### config.mk
export PLATFORM = sky130hd
export DESIGN_NAME = telemetria_serial_n_flat
export DESIGN_NICKNAME = d
export VERILOG_FILES = /design/src/rtl/aqua_pkg.sv /design/src/rtl/telemetria_serial_n_if.sv /design/src/rtl/hex_ascii.sv /design/src/rtl/telemetria_serial_n.sv /design/src/flat_wrapper.sv
export SDC_FILE = /design/constraint.sdc
export NUM_CORES = 1
export LEC_CHECK = 0
export CORE_ASPECT_RATIO = 2
export CORE_MARGIN = 5
export CORE_UTILIZATION = 54
export CTS_BUF_LIST = sky130_fd_sc_hd__clkbuf_16
export DETAILED_ROUTE_END_ITERATION = 12
export DONT_BUFFER_PORTS = 1
export PLACE_DENSITY = 0.66
export SLEW_MARGIN = 20
export SYNTH_ARGS = -nofsm -noshare
export SYNTH_HDL_FRONTEND = slang
export SYNTH_SLANG_ARGS = --single-unit
export TNS_END_PERCENT = 20
### constraint.sdc
create_clock -name clock -period 4.8 [get_ports clock]
set_clock_uncertainty 0.15 [all_clocks]
set_input_delay 0.96 -clock clock [delete_from_list [all_inputs] [get_ports clock]]
set_output_delay 0.96 -clock clock [all_outputs]
set_load 0.1 [all_outputs]
### src/rtl/aqua_pkg.sv
// Shared definitions for the telemetry framer: ASCII constants, FSM and byte-phase
// encodings, and the nibble-to-ASCII helper.
package aqua_pkg;

  localparam logic [7:0] ASC_0       = 8'h30;
  localparam logic [7:0] ASC_A       = 8'h41;
  localparam logic [7:0] ASC_VIRGULA = 8'h2C;
  localparam logic [7:0] ASC_HASH    = 8'h23;

  typedef enum logic [2:0] {
    OCIOSO = 3'd0,
    ENVIA  = 3'd1,
    ESPERA = 3'd2,
    FIM    = 3'd3,
    ERRO   = 3'd4
  } estado_t;

  // Which kind of byte the frame pointer currently addresses
  typedef enum logic [2:0] {
    F_DADO  = 3'd0,
    F_SEP   = 3'd1,
    F_CHK_H = 3'd2,
    F_CHK_L = 3'd3,
    F_TERM  = 3'd4
  } fase_t;

  function automatic logic [7:0] nibble_ascii(input logic [3:0] n);
    if (n < 4'd10) return ASC_0 + 8'(n);
    else           return ASC_A + 8'(n - 4'd10);
  endfunction

endpackage

### src/rtl/telemetria_serial_n_if.sv
// Byte handshake between the telemetry framer (master) and the serial transmitter (slave).
interface telemetria_serial_n_if;
  logic       tx_partida;
  logic [7:0] tx_dado;
  logic       tx_pronto;

  modport master (output tx_partida, output tx_dado, input tx_pronto);
  modport slave  (input tx_partida, input tx_dado, output tx_pronto);
endinterface

### src/rtl/hex_ascii.sv
// Combinational conversion of one hex nibble to its uppercase ASCII character.
module hex_ascii
  import aqua_pkg::*;
(
  input  logic [3:0] nibble,
  output logic [7:0] ascii_c
);
  assign ascii_c = nibble_ascii(nibble);
endmodule

### src/rtl/telemetria_serial_n.sv
// Telemetry framer: snapshots N_CANAIS words and sends them as hex-ASCII bytes with separators
// and a terminator. Define TELEMETRIA_CHECKSUM_EN to append an XOR checksum before the terminator.
module telemetria_serial_n
  import aqua_pkg::*;
#(
  parameter int unsigned N_CANAIS       = 3,
  parameter int unsigned DIGITOS        = 3,
  parameter logic [7:0]  SEPARADOR      = ASC_VIRGULA,
  parameter logic [7:0]  TERMINADOR     = ASC_HASH,
  parameter int unsigned TIMEOUT_CICLOS = 20000
) (
  input  logic                            clock,
  input  logic                            zera_n,
  input  logic                            iniciar,
  input  logic [N_CANAIS*4*DIGITOS-1:0]   medidas,
  telemetria_serial_n_if.master           tx,
  output logic                            ocupado,
  output logic                            fim,
  output logic                            erro,
  output logic [2:0]                      db_estado
);

  localparam int unsigned LARGURA = 4 * DIGITOS;
  localparam int unsigned TOTAL   = N_CANAIS * LARGURA;
  localparam int unsigned CW      = (N_CANAIS > 1) ? $clog2(N_CANAIS) : 1;
  localparam int unsigned DW      = (DIGITOS > 1) ? $clog2(DIGITOS) : 1;
  localparam int unsigned TW      = (TIMEOUT_CICLOS > 2) ? $clog2(TIMEOUT_CICLOS) : 1;
  localparam int unsigned NC2     = 2 ** CW;
  localparam int unsigned ND2     = 2 ** DW;

  localparam logic [CW-1:0] CANAL_ULT = CW'(N_CANAIS - 1);
  localparam logic [DW-1:0] DIG_ULT   = DW'(DIGITOS - 1);
  localparam logic [TW-1:0] TEMPO_ULT = TW'(TIMEOUT_CICLOS - 1);

`ifdef TELEMETRIA_CHECKSUM_EN
  localparam fase_t FASE_APOS_DADOS = F_CHK_H;
`else
  localparam fase_t FASE_APOS_DADOS = F_TERM;
`endif

  estado_t          estado, estado_prox;
  fase_t            fase, fase_prox;
  logic [CW-1:0]    canal, canal_prox;
  logic [DW-1:0]    digito, digito_prox;
  logic [TW-1:0]    tempo;
  logic [TOTAL-1:0] snapshot;
  logic [7:0]       dado;
  logic             partida, partida_prox;
  logic             ocupado_prox, fim_prox, erro_prox;
  logic             inicio_c, avanca_c, carrega_c;

  logic [TOTAL-1:0]   fonte_c;
  logic [LARGURA-1:0] canais_c [NC2];
  logic [LARGURA-1:0] palavra_c;
  logic [3:0]         digitos_c [ND2];
  logic [3:0]         nibble_c;
  logic [7:0]         ascii_c;
  logic [7:0]         byte_prox_c;

`ifdef TELEMETRIA_CHECKSUM_EN
  logic [7:0] chk;
`endif

  assign inicio_c  = (estado == OCIOSO) && iniciar;
  assign avanca_c  = (estado == ESPERA) && tx.tx_pronto && (fase != F_TERM);
  assign carrega_c = inicio_c || avanca_c;

  // State register; outputs are registered from the next-state decode
  always_ff @(posedge clock) begin
    if (!zera_n) begin
      estado  <= OCIOSO;
      partida <= 1'b0;
      ocupado <= 1'b0;
      fim     <= 1'b0;
      erro    <= 1'b0;
    end else begin
      estado  <= estado_prox;
      partida <= partida_prox;
      ocupado <= ocupado_prox;
      fim     <= fim_prox;
      erro    <= erro_prox;
    end
  end

  always_comb begin
    estado_prox = estado;
    case (estado)
      OCIOSO:  if (iniciar) estado_prox = ENVIA;
      ENVIA:   estado_prox = ESPERA;
      ESPERA: begin
        if (tx.tx_pronto)            estado_prox = (fase == F_TERM) ? FIM : ENVIA;
        else if (tempo == TEMPO_ULT) estado_prox = ERRO;
      end
      FIM:     estado_prox = OCIOSO;
      ERRO:    estado_prox = OCIOSO;
      default: estado_prox = OCIOSO;
    endcase
  end

  always_comb begin
    partida_prox = 1'b0;
    ocupado_prox = 1'b0;
    fim_prox     = 1'b0;
    erro_prox    = 1'b0;
    case (estado_prox)
      ENVIA:   begin partida_prox = 1'b1; ocupado_prox = 1'b1; end
      ESPERA:  ocupado_prox = 1'b1;
      FIM:     fim_prox = 1'b1;
      ERRO:    erro_prox = 1'b1;
      default: ;
    endcase
  end

  // Frame pointer successor: digits, separator, optional checksum, terminator
  always_comb begin
    fase_prox   = fase;
    canal_prox  = canal;
    digito_prox = digito;
    if (inicio_c) begin
      fase_prox   = F_DADO;
      canal_prox  = '0;
      digito_prox = '0;
    end else if (avanca_c) begin
      case (fase)
        F_DADO: begin
          if (digito == DIG_ULT) begin
            digito_prox = '0;
            fase_prox   = (canal == CANAL_ULT) ? FASE_APOS_DADOS : F_SEP;
          end else begin
            digito_prox = digito + DW'(1);
          end
        end
        F_SEP: begin
          fase_prox  = F_DADO;
          canal_prox = canal + CW'(1);
        end
        F_CHK_H: fase_prox = F_CHK_L;
        F_CHK_L: fase_prox = F_TERM;
        default: fase_prox = fase;
      endcase
    end
  end

  // The first byte comes straight from medidas, later ones from the snapshot
  assign fonte_c = (estado == OCIOSO) ? medidas : snapshot;

  for (genvar c = 0; c < NC2; c++) begin : g_canal
    if (c < N_CANAIS) begin : g_usado
      assign canais_c[c] = fonte_c[c*LARGURA +: LARGURA];
    end else begin : g_vazio
      assign canais_c[c] = '0;
    end
  end

  assign palavra_c = canais_c[canal_prox];

  for (genvar d = 0; d < ND2; d++) begin : g_dig
    if (d < DIGITOS) begin : g_usado
      assign digitos_c[d] = palavra_c[(DIGITOS-1-d)*4 +: 4];
    end else begin : g_vazio
      assign digitos_c[d] = '0;
    end
  end

  always_comb begin
    nibble_c = digitos_c[digito_prox];
`ifdef TELEMETRIA_CHECKSUM_EN
    if (fase_prox == F_CHK_H)      nibble_c = chk[7:4];
    else if (fase_prox == F_CHK_L) nibble_c = chk[3:0];
`endif
  end

  hex_ascii u_hex_ascii (
    .nibble  (nibble_c),
    .ascii_c (ascii_c)
  );

  always_comb begin
    case (fase_prox)
      F_SEP:   byte_prox_c = SEPARADOR;
      F_TERM:  byte_prox_c = TERMINADOR;
      default: byte_prox_c = ascii_c;
    endcase
  end

  // Datapath: snapshot, pointer, byte register, timeout and checksum
  always_ff @(posedge clock) begin
    if (!zera_n) begin
      snapshot <= '0;
      fase     <= F_DADO;
      canal    <= '0;
      digito   <= '0;
      tempo    <= '0;
      dado     <= 8'h00;
`ifdef TELEMETRIA_CHECKSUM_EN
      chk      <= 8'h00;
`endif
    end else begin
      if (inicio_c)  snapshot <= medidas;
      if (carrega_c) dado     <= byte_prox_c;
      fase   <= fase_prox;
      canal  <= canal_prox;
      digito <= digito_prox;
      if (estado != ESPERA)        tempo <= '0;
      else if (tempo != TEMPO_ULT) tempo <= tempo + TW'(1);
`ifdef TELEMETRIA_CHECKSUM_EN
      if (inicio_c)
        chk <= byte_prox_c;
      else if (avanca_c && (fase_prox == F_DADO || fase_prox == F_SEP))
        chk <= chk ^ byte_prox_c;
`endif
    end
  end

  assign tx.tx_partida = partida;
  assign tx.tx_dado    = dado;
  assign db_estado     = 3'(estado);

endmodule

### src/flat_wrapper.sv
// flat-port wrapper written by rule: the top's interface ports become plain ports
module telemetria_serial_n_flat import aqua_pkg::*;
#(
  parameter int unsigned N_CANAIS       = 3,
  parameter int unsigned DIGITOS        = 3,
  parameter logic [7:0]  SEPARADOR      = ASC_VIRGULA,
  parameter logic [7:0]  TERMINADOR     = ASC_HASH,
  parameter int unsigned TIMEOUT_CICLOS = 20000
)
  (clock, zera_n, iniciar, medidas, ocupado, fim, erro, db_estado, tx_tx_partida, tx_tx_dado, tx_tx_pronto);
  telemetria_serial_n_if tx_i ();
  input  logic clock;
  input  logic zera_n;
  input  logic iniciar;
  input  logic [N_CANAIS*4*DIGITOS-1:0] medidas;
  output logic ocupado;
  output logic fim;
  output logic erro;
  output logic [2:0] db_estado;
  output wire logic [$bits(tx_i.tx_partida)-1:0] tx_tx_partida;
  output wire logic [$bits(tx_i.tx_dado)-1:0] tx_tx_dado;
  input wire logic [$bits(tx_i.tx_pronto)-1:0] tx_tx_pronto;
  assign tx_tx_partida = tx_i.tx_partida;
  assign tx_tx_dado = tx_i.tx_dado;
  assign tx_i.tx_pronto = tx_tx_pronto;
  telemetria_serial_n #(.N_CANAIS(N_CANAIS), .DIGITOS(DIGITOS), .SEPARADOR(SEPARADOR), .TERMINADOR(TERMINADOR), .TIMEOUT_CICLOS(TIMEOUT_CICLOS)) u_core (.clock(clock), .zera_n(zera_n), .iniciar(iniciar), .medidas(medidas), .tx(tx_i), .ocupado(ocupado), .fim(fim), .erro(erro), .db_estado(db_estado));
endmodule
==> impl_results.md, run 1 <==
* Final max-slew violation count at 0
* WP data required at 4.92 ns
* Kind of cell adding the most delay to the critical path: simple AND/OR/NAND/NOR gates
* Simple-gate share of the synthesized area at 0.275
* Worst-path cell with the longest stage delay: nor4bb_1
* Clk sinks at 72
* Maximum VDD drop at roughly 0.27 mV
* Hold Path Class: flip-flop to flip-flop
* CP startpoint kind: flip-flop
* Commonest non-fill, non-tap cell in the layout: nand2_1
* Via count at 3691
* Post-Synth XOR/XNOR Area at 0.0299
* Seq cells post-synth at 72
* Post-layout minimum cycle time at 3.95 ns
* Pleak at 1.63 nW
* CTS tree: yes
* Syn Inst Count at 518
* Top FF cell, synth: dfxtp_1
* Filler cells at 699
* Routed WL at roughly 11 mm
* Fin crit share at 0.824
* Max clock buf depth at 2
* Average size of a mapped cell at about 7.9 um^2
* Via density at between 6 and 7
* Post-route ant nets at 0
* HPWL after DPL at between 7 and 8 mm
* Post-synthesis mux area share at 0.0277
* Post-synth EDFFs at 0
* RD Place Congestion at 0.886
* Mapped cell area at 4100 um^2
* Post-CTS setup buffers at 0
* GRT Overall Usage at 0.232
* Place WS at between 0.5 and 0.6 ns
* Max_cap viols at 0
* Sequential area share after synthesis at 0.351
* Clock root buffer: clkbuf_16
* PortBufs at 0
* Cell row count at 45
* Yosys warns at 0
* Most frequent cells in the layout: nand2_1, dfxtp_1, a21boi_0, nor2_1, o21ai_0
* Die X at 71.6 um
* Area grow syn2layout at 8.84%
* Fmax at 253 MHz
* RSZ-0062 raised after global routing: no
* Crit-path max cell delay at 0.58 ns
* Core outline area at between 7000 and 8000 um^2
* Largest family of logic cells by synthesized area: simple AND/OR/NAND/NOR gates
* Area occupied by multi-input gates at 2460 um^2
* Pwr Density at between 300 and 400 nW/um^2
* Setup ws final at roughly 0.85 ns
* Status: completed
* GR Overflow Total at 0
* Sequential cell area at ~1400 um^2
* H-tree levels at 3
* Total Neg Setup Slack at 0 ns
* Die Span Y at 133 um
* Antenna Cells at 0
* Crit path kind: flip-flop to flip-flop
* First-pass GRT wire length at 17.6 mm
* Cts hold-fix bufs at 0
* FFs w/ async S/R, synth at 0
* Router iterations before antenna repair at 5
* Clk Latency, worst-skew pair at 0.34 ns
* Drt first-iter violations at around 320
* Worst-margin pin slew at 0.999 ns
* WP buf/inv at 1
* Finish-stage setup viols at 0
* Pin count of the biggest net entering global routing at 55
* Number of I/O pins at 55
* Fin nets at 555
* Distinct cell type count after synthesis at 75
* Cts repair resizes at 0
* WL per Instance at 17.8 um
* Antenna violations before repair at 0
* Crit path arrival time at 4.07 ns
* Initial Util at 0.548
* Vias in the first global route at 3485
* Layout cell share with drive strength beyond 1 at 0.0934
* Clock transition at path regs at 0.06 ns
* Final Hold Vio Count at 0
* Worst path cell trace: inv_1, ha_1, nor4bb_1, a21oi_1, nand2_1, mux4_2, o211ai_1, o311ai_0, and2_4, ha_1, xnor2_1, nand2_1, o21ai_0, o21ai_0, a21oi_1
* Inserted Clock Buffers at 9
* Syn Nets at 564
* Max FO, Critical Path at 7
* Die area at around 9500 um^2
* CP Capture Type: flip-flop
* Area share of fa/ha/maj cells after synthesis at 0.0183
* DRC errors left at 0
* Compound-Gate Fraction of Synth Area at 0.245
* Worst slew margin at 0.333
## report_power, final
| part | switching, mW | total [mW] | internal, mW |
|---|---|---|---|
| logic | 0.145 | 0.238 | 0.0926 |
| clock network | 0.276 | 0.684 | 0.407 |
| registers | 0.109 | 0.740 | 0.632 |
## tightest hold or removal path, stage by stage, from the launching register on
cell and delay (ns):
dfxtp_1 0.30, nand2_1 0.05, a21boi_0 0.06
## cell usage after synthesis, types with 6 or more instances
cell type / count / area [um^2]
xor2_1: 10 / 87.6
o211ai_1: 7 / 52.6
o21ai_0: 26 / 130
a21boi_0: 38 / 285
nor3_1: 8 / 40.0
nand2_1: 112 / 420
and3_1: 10 / 62.6
a31oi_1: 7 / 43.8
ha_1: 6 / 75.1
a21oi_1: 15 / 75.1
mux2i_1: 8 / 80.1
inv_1: 11 / 41.3
clkbuf_1: 22 / 82.6
nand3_1: 24 / 120
nor2_1: 26 / 97.6
a311oi_1: 6 / 52.6
dfxtp_1: 72 / 1440
and2_1: 10 / 62.6
## cells by family after synthesis
logic type / count (synthesis)
xor gates and xnor gates: 14
other: 1
adders and majority gates: 6
DFF: 72
muxes: 10
AOI/OAI and AO/OA: 141
buffers and inverters: 45
and+or+nand+nor: 229
## per-layer routing
| layer | vias to the layer above | share of wire | global-route usage |
|---|---|---|---|
| li1 | 1838 | - | - |
| met1 | 1705 | 0.42 | 0.301 |
| met2 | 124 | 0.48 | 0.360 |
| met3 | 24 | 0.065 | 0.0566 |
| met4 | 0 | 0.029 | 0.0994 |
| met5 | - | 0 | 0 |
## stage by stage
step | cells | hold WS (ns) | cell area (um^2) | total power [mW] | util
after detailed placement | 592 | 0.306 | 4160 | 0.989 | 0.556
after CTS | 608 | 0.314 | 4470 | 1.67 | 0.596
after global routing | 608 | 0.335 | 4470 | 1.73 | 0.596
final | 608 | 0.310 | 4470 | 1.66 | 0.596
after global placement | 592 | 0.297 | 4160 | 0.988 | 0.556
after floorplan | 518 | 0.290 | 4100 | 0.938 | -
## final timing paths
path,start,to,slack [ns],cells past startpoint
setup / recovery,u_core.canal[0]$_SDFF_PN0_,u_core.tx.tx_dado[2]$_SDFFE_PN0P_,0.85,15
hold / removal,u_core.snapshot[26]$_SDFFE_PN0P_,u_core.snapshot[26]$_SDFFE_PN0P_,0.31,2
setup reg to reg,u_core.canal[0]$_SDFF_PN0_,u_core.tx.tx_dado[2]$_SDFFE_PN0P_,0.85,15
hold reg to reg,u_core.snapshot[26]$_SDFFE_PN0P_,u_core.snapshot[26]$_SDFFE_PN0P_,0.31,2
## registers in the layout, indices dropped and copies added (netlist names)
signal                flops
u_core.canal              2
u_core.tempo             15
u_core.snapshot          36
u_core.tx.tx_dado         7
u_core.fase               3
u_core.ocupado            1
u_core.db_estado          3
u_core.fim                1
u_core.tx.tx_partida      1
u_core.erro               1
u_core.digito             2
## area by class of cell
cell class / instances / share of cell area
flip-flops and latches: 72 / 0.323
repair buffers: 14 / 0.0235
multi-input cells: 401 / 0.550
clock buffers: 9 / 0.0504
inverters: 11 / 0.00924
well taps: 94 / 0.0263
clock inverters: 7 / 0.0179
Power figures use the tool's default switching activity.
==> run 2: changes to the inputs <==
--- a/config.mk
+++ b/config.mk
@@ -5,13 +5,14 @@
 export SDC_FILE = /design/constraint.sdc
 export NUM_CORES = 1
 export LEC_CHECK = 0
+export ABC_AREA = 1
 export CORE_ASPECT_RATIO = 2
 export CORE_MARGIN = 5
 export CORE_UTILIZATION = 54
 export CTS_BUF_LIST = sky130_fd_sc_hd__clkbuf_16
 export DETAILED_ROUTE_END_ITERATION = 12
 export DONT_BUFFER_PORTS = 1
-export PLACE_DENSITY = 0.66
+export PLACE_DENSITY = 0.69
 export SLEW_MARGIN = 20
 export SYNTH_ARGS = -nofsm -noshare
 export SYNTH_HDL_FRONTEND = slang
==> constraint.sdc (replaced) <==
create_clock -name clock -period 3.5 [get_ports clock]
set_clock_uncertainty 0.15 [all_clocks]
set_input_delay 0.7 -clock clock [delete_from_list [all_inputs] [get_ports clock]]
set_output_delay 0.7 -clock clock [all_outputs]
set_load 0.1 [all_outputs]
==> impl_results.md, run 2 <==
* GR Overflow Total at 0 (unchanged)
* Reg2reg start: u_core.db_estado[0]$_SDFF_PN0_
* Die X at 70.5 um (-1.6%)
* Worst path cell trace: nor2_8, nand3_4, nor2_2, nand2_2, nand3_4, inv_2, a21oi_1, nor3_2, a21oi_4, ha_1, inv_1, ha_1, inv_1, nor3_2, inv_1, nand2_2, nand3_2, nand2_2, a21oi_2
* Pin count of the biggest net entering global routing at 43 (-22%)
* First-pass GRT wire length at 16.1 mm (-8.5%)
* Commonest cells in the netlist: nand2_1, inv_1, dfxtp_1
* Via count at 3652 (-1.1%)
* Most frequent cells in the layout: nand2_1, inv_1, o21ai_0, dfxtp_1, a21oi_1
* Pleak at 1.75 nW (+7.4%)
* Top FF cell, synth: dfxtp_1
* Via density at 5.49 (-9.5%)
* Worst-margin pin slew at 1.01 ns (+0.00893 ns)
* Clock transition at path regs at 0.06 ns (about the same)
* Fin crit share at 0.894 (+0.0702)
* Number of I/O pins at 55 (unchanged)
* Status: completed
* Post-Place Cells at 649 (+9.6%)
* H-tree levels at 3 (unchanged)
* Finish-stage setup viols at 0 (unchanged)
* Design Area, Final at 4340 um^2 (-2.8%)
* RD Place Congestion at 0.936 (+5.7%)
* Max_cap viols at 0 (unchanged)
* Vias in the first global route at 3481 (-0.11%)
* CP startpoint kind: flip-flop
* Cell row count at 44 (-2.2%)
* Max clock buf depth at 2 (unchanged)
* PortBufs at 0 (unchanged)
* Post-route ant nets at 0 (unchanged)
* Worst slew margin at 0.327 (-0.00596)
* Placed Area at 4010 um^2 (-3.8%)
* Reg with most FFs: u_core.snapshot
* Distinct cell type count after synthesis at 43 (-43%)
* WP data required at 3.56 ns (-1.36 ns)
* Die area at 9240 um^2 (-3.2%)
* Clock root buffer: clkbuf_16
* Syn Nets at 619 (+9.8%)
* Post-layout minimum cycle time at 3.13 ns (-0.825 ns)
* CP Capture Type: flip-flop
* Met2 Routed Length at 5.52 mm (+5.8%)
* Metal3 WL at 434 um (-38%)
* Sequential area share after synthesis at 0.364 (+0.0132)
* Pwr Density at 546 nW/um^2 (+47%)
* Antenna violations before repair at 0 (unchanged)
* R2R depth at 19 (+4)
* Clk sinks at 72 (unchanged)
* Syn Inst Count at 573 (+11%)
* Mapped cell area at 3960 um^2 (-3.6%)
* Post-synth EDFFs at 0 (unchanged)
* Yosys top cell area share at 0.364 (+0.0132)
* Crit-path max cell delay at 0.36 ns (-0.22 ns)
* WL per Instance at 14.8 um (-17%)
* Average size of a mapped cell at 6.90 um^2 (-13%)
* Clk Latency, worst-skew pair at 0.33 ns (about the same)
* Routed WL at 9.81 mm (-9.3%)
* DR top layer: met4
* Final Hold Vio Count at 0 (unchanged)
* Most common cell in the netlist: nand2_1
* RSZ-0062 raised after global routing: no
* Final max-slew violation count at 0 (unchanged)
* Final non-filler cell total at 665 (+9.4%)
* Post-CTS setup buffers at 0 (unchanged)
* Post-layout util at 0.602 (+0.00552)
* Commonest non-fill, non-tap cell in the layout: nand2_1
* Fin nets at 614 (+11%)
* Inserted Clock Buffers at 9 (unchanged)
* Router iterations before antenna repair at 5 (unchanged)
* FFs w/ async S/R, synth at 0 (unchanged)
* Maximum VDD drop at 0.325 mV (+20%)
* Antenna Cells at 0 (unchanged)
* M1 wire length at 3.49 mm (-24%)
* CTS tree: yes
* Final hold slack at 0.297 ns (-0.0136 ns)
* GRT Overall Usage at 0.224 (-0.00738)
* Max reg flops at 36 (unchanged)
* DRC errors left at 0 (unchanged)
* Area grow syn2layout at 9.78%
* Worst-path cell with the longest stage delay: dfxtp_1
* Total Neg Setup Slack at 0 ns (unchanged)
* Synth top area cells: dfxtp_1, nand2_1, o21ai_0
* Hold Path Class: flip-flop to flip-flop
* Core outline area at 7210 um^2 (-3.7%)
* Crit path arrival time at 3.18 ns (-0.89 ns)
* HPWL after DPL at 7.48 mm (-3.0%)
* Initial Util at 0.548 (about the same)
* Drt first-iter violations at 226 (-30%)
* Die Span Y at 131 um (-1.7%)
* RR Endpoint: u_core.tx.tx_dado[4]$_SDFFE_PN0P_
* Layout cell share with drive strength beyond 1 at 0.117 (+0.0235)
* Worst setup path end: u_core.tx.tx_dado[4]$_SDFFE_PN0P_
* Min-delay src: u_core.snapshot[27]$_SDFFE_PN0P_
* Seq cells post-synth at 72 (unchanged)
* FF-to-FF setup slack at 0.37 ns (-0.47 ns)
* Crit path kind: flip-flop to flip-flop
* Fmax at 320 MHz (+26%)
* Largest area contributor in the netlist: dfxtp_1
* Setup crit start: u_core.db_estado[0]$_SDFF_PN0_
* Max FO, Critical Path at 18 (+11)
* Yosys warns at 0 (unchanged)
[run 2: cell count changes after synthesis, moves of 10 or more]
cell	before	now
a21boi_0	38	1
a21oi_1	15	56
inv_1	11	73
o21ai_0	26	71
and2_1	10	0
[run 2: cells by family (layout without fill, tap and decap cells)]
| kind of cell | count (synthesis) | in the layout | synth area share |
|---|---|---|---|
| AO/OA/AOI/OAI | 157 | 157 | 0.219 |
| XOR/XNOR | 2 | 2 | 0.00443 |
| adder cells (fa/ha/maj) | 6 | 6 | 0.0190 |
| buffers and inverters | 105 | 105 | 0.110 |
| flip-flops | 72 | 72 | 0.364 |
| multiplexers | 2 | 2 | 0.00506 |
| other | 1 | 1 | 0.000948 |
| AND/OR/NAND/NOR | 228 | 228 | 0.276 |
[run 2: worst max-delay path, delay by kind of cell, from the launching register on]
| kind | cells | cell delay [ns] |
|---|---|---|
| adders and majority gates | 2 | 0.46 |
| AOI/OAI and AO/OA | 3 | 0.43 |
| buffers and inverters | 4 | 0.30 |
| and+or+nand+nor | 10 | 1.31 |
| DFF | 1 | 0.36 |
[run 2: report_power, final]
group | leakage, nW | switching, mW | internal [mW]
combinational | 1.01 | 0.278 | 0.141
clock | 0.150 | 0.337 | 0.617
sequential | 0.591 | 0.124 | 0.874
[run 2: worst min-delay path by stage]
stage	end	slack [ns]	cells after the start
2_1_floorplan	u_core.snapshot[26]$_SDFFE_PN0P_	0.27	2
3_3_place_gp	u_core.snapshot[26]$_SDFFE_PN0P_	0.28	2
3_5_place_dp	u_core.snapshot[27]$_SDFFE_PN0P_	0.29	2
4_1_cts	u_core.db_estado[2]$_SDFF_PN0_	0.30	1
5_1_grt	u_core.db_estado[2]$_SDFF_PN0_	0.29	1
6_report	u_core.snapshot[27]$_SDFFE_PN0P_	0.30	2
[run 2: area by class of cell]
type | count | area (um^2)
Sequential cell | 72 | 1440
Multi-Input combinational cell | 396 | 2100
Timing Repair Buffer | 9 | 67.6
Fill cell | 721 | 2870
Clock buffer | 9 | 225
Inverter | 80 | 305
Clock inverter | 7 | 87.6
Tap cell | 92 | 115
[run 2: metrics by stage]
step | total power [mW] | setup WS, ns
4_1_cts | 2.38 | 0.159
6_report | 2.37 | 0.371
3_3_place_gp | 1.41 | 0.265
5_1_grt | 2.49 | 0.00824
3_5_place_dp | 1.43 | 0.178
2_1_floorplan | 1.34 | 0.0441
[run 2: what timing repair did]
item                                    in CTS  in global routing
resized for setup                            0                  4
hold buffers                                 0                  0
endpoints found under the setup margin       0                  5
[run 2: metal layers]
layer | global-route usage | up-vias
li1 | - | 1867
met1 | 0.210 | 1687
met2 | 0.442 | 74
met3 | 0.0528 | 24
met4 | 0.112 | 0
met5 | 0 | -
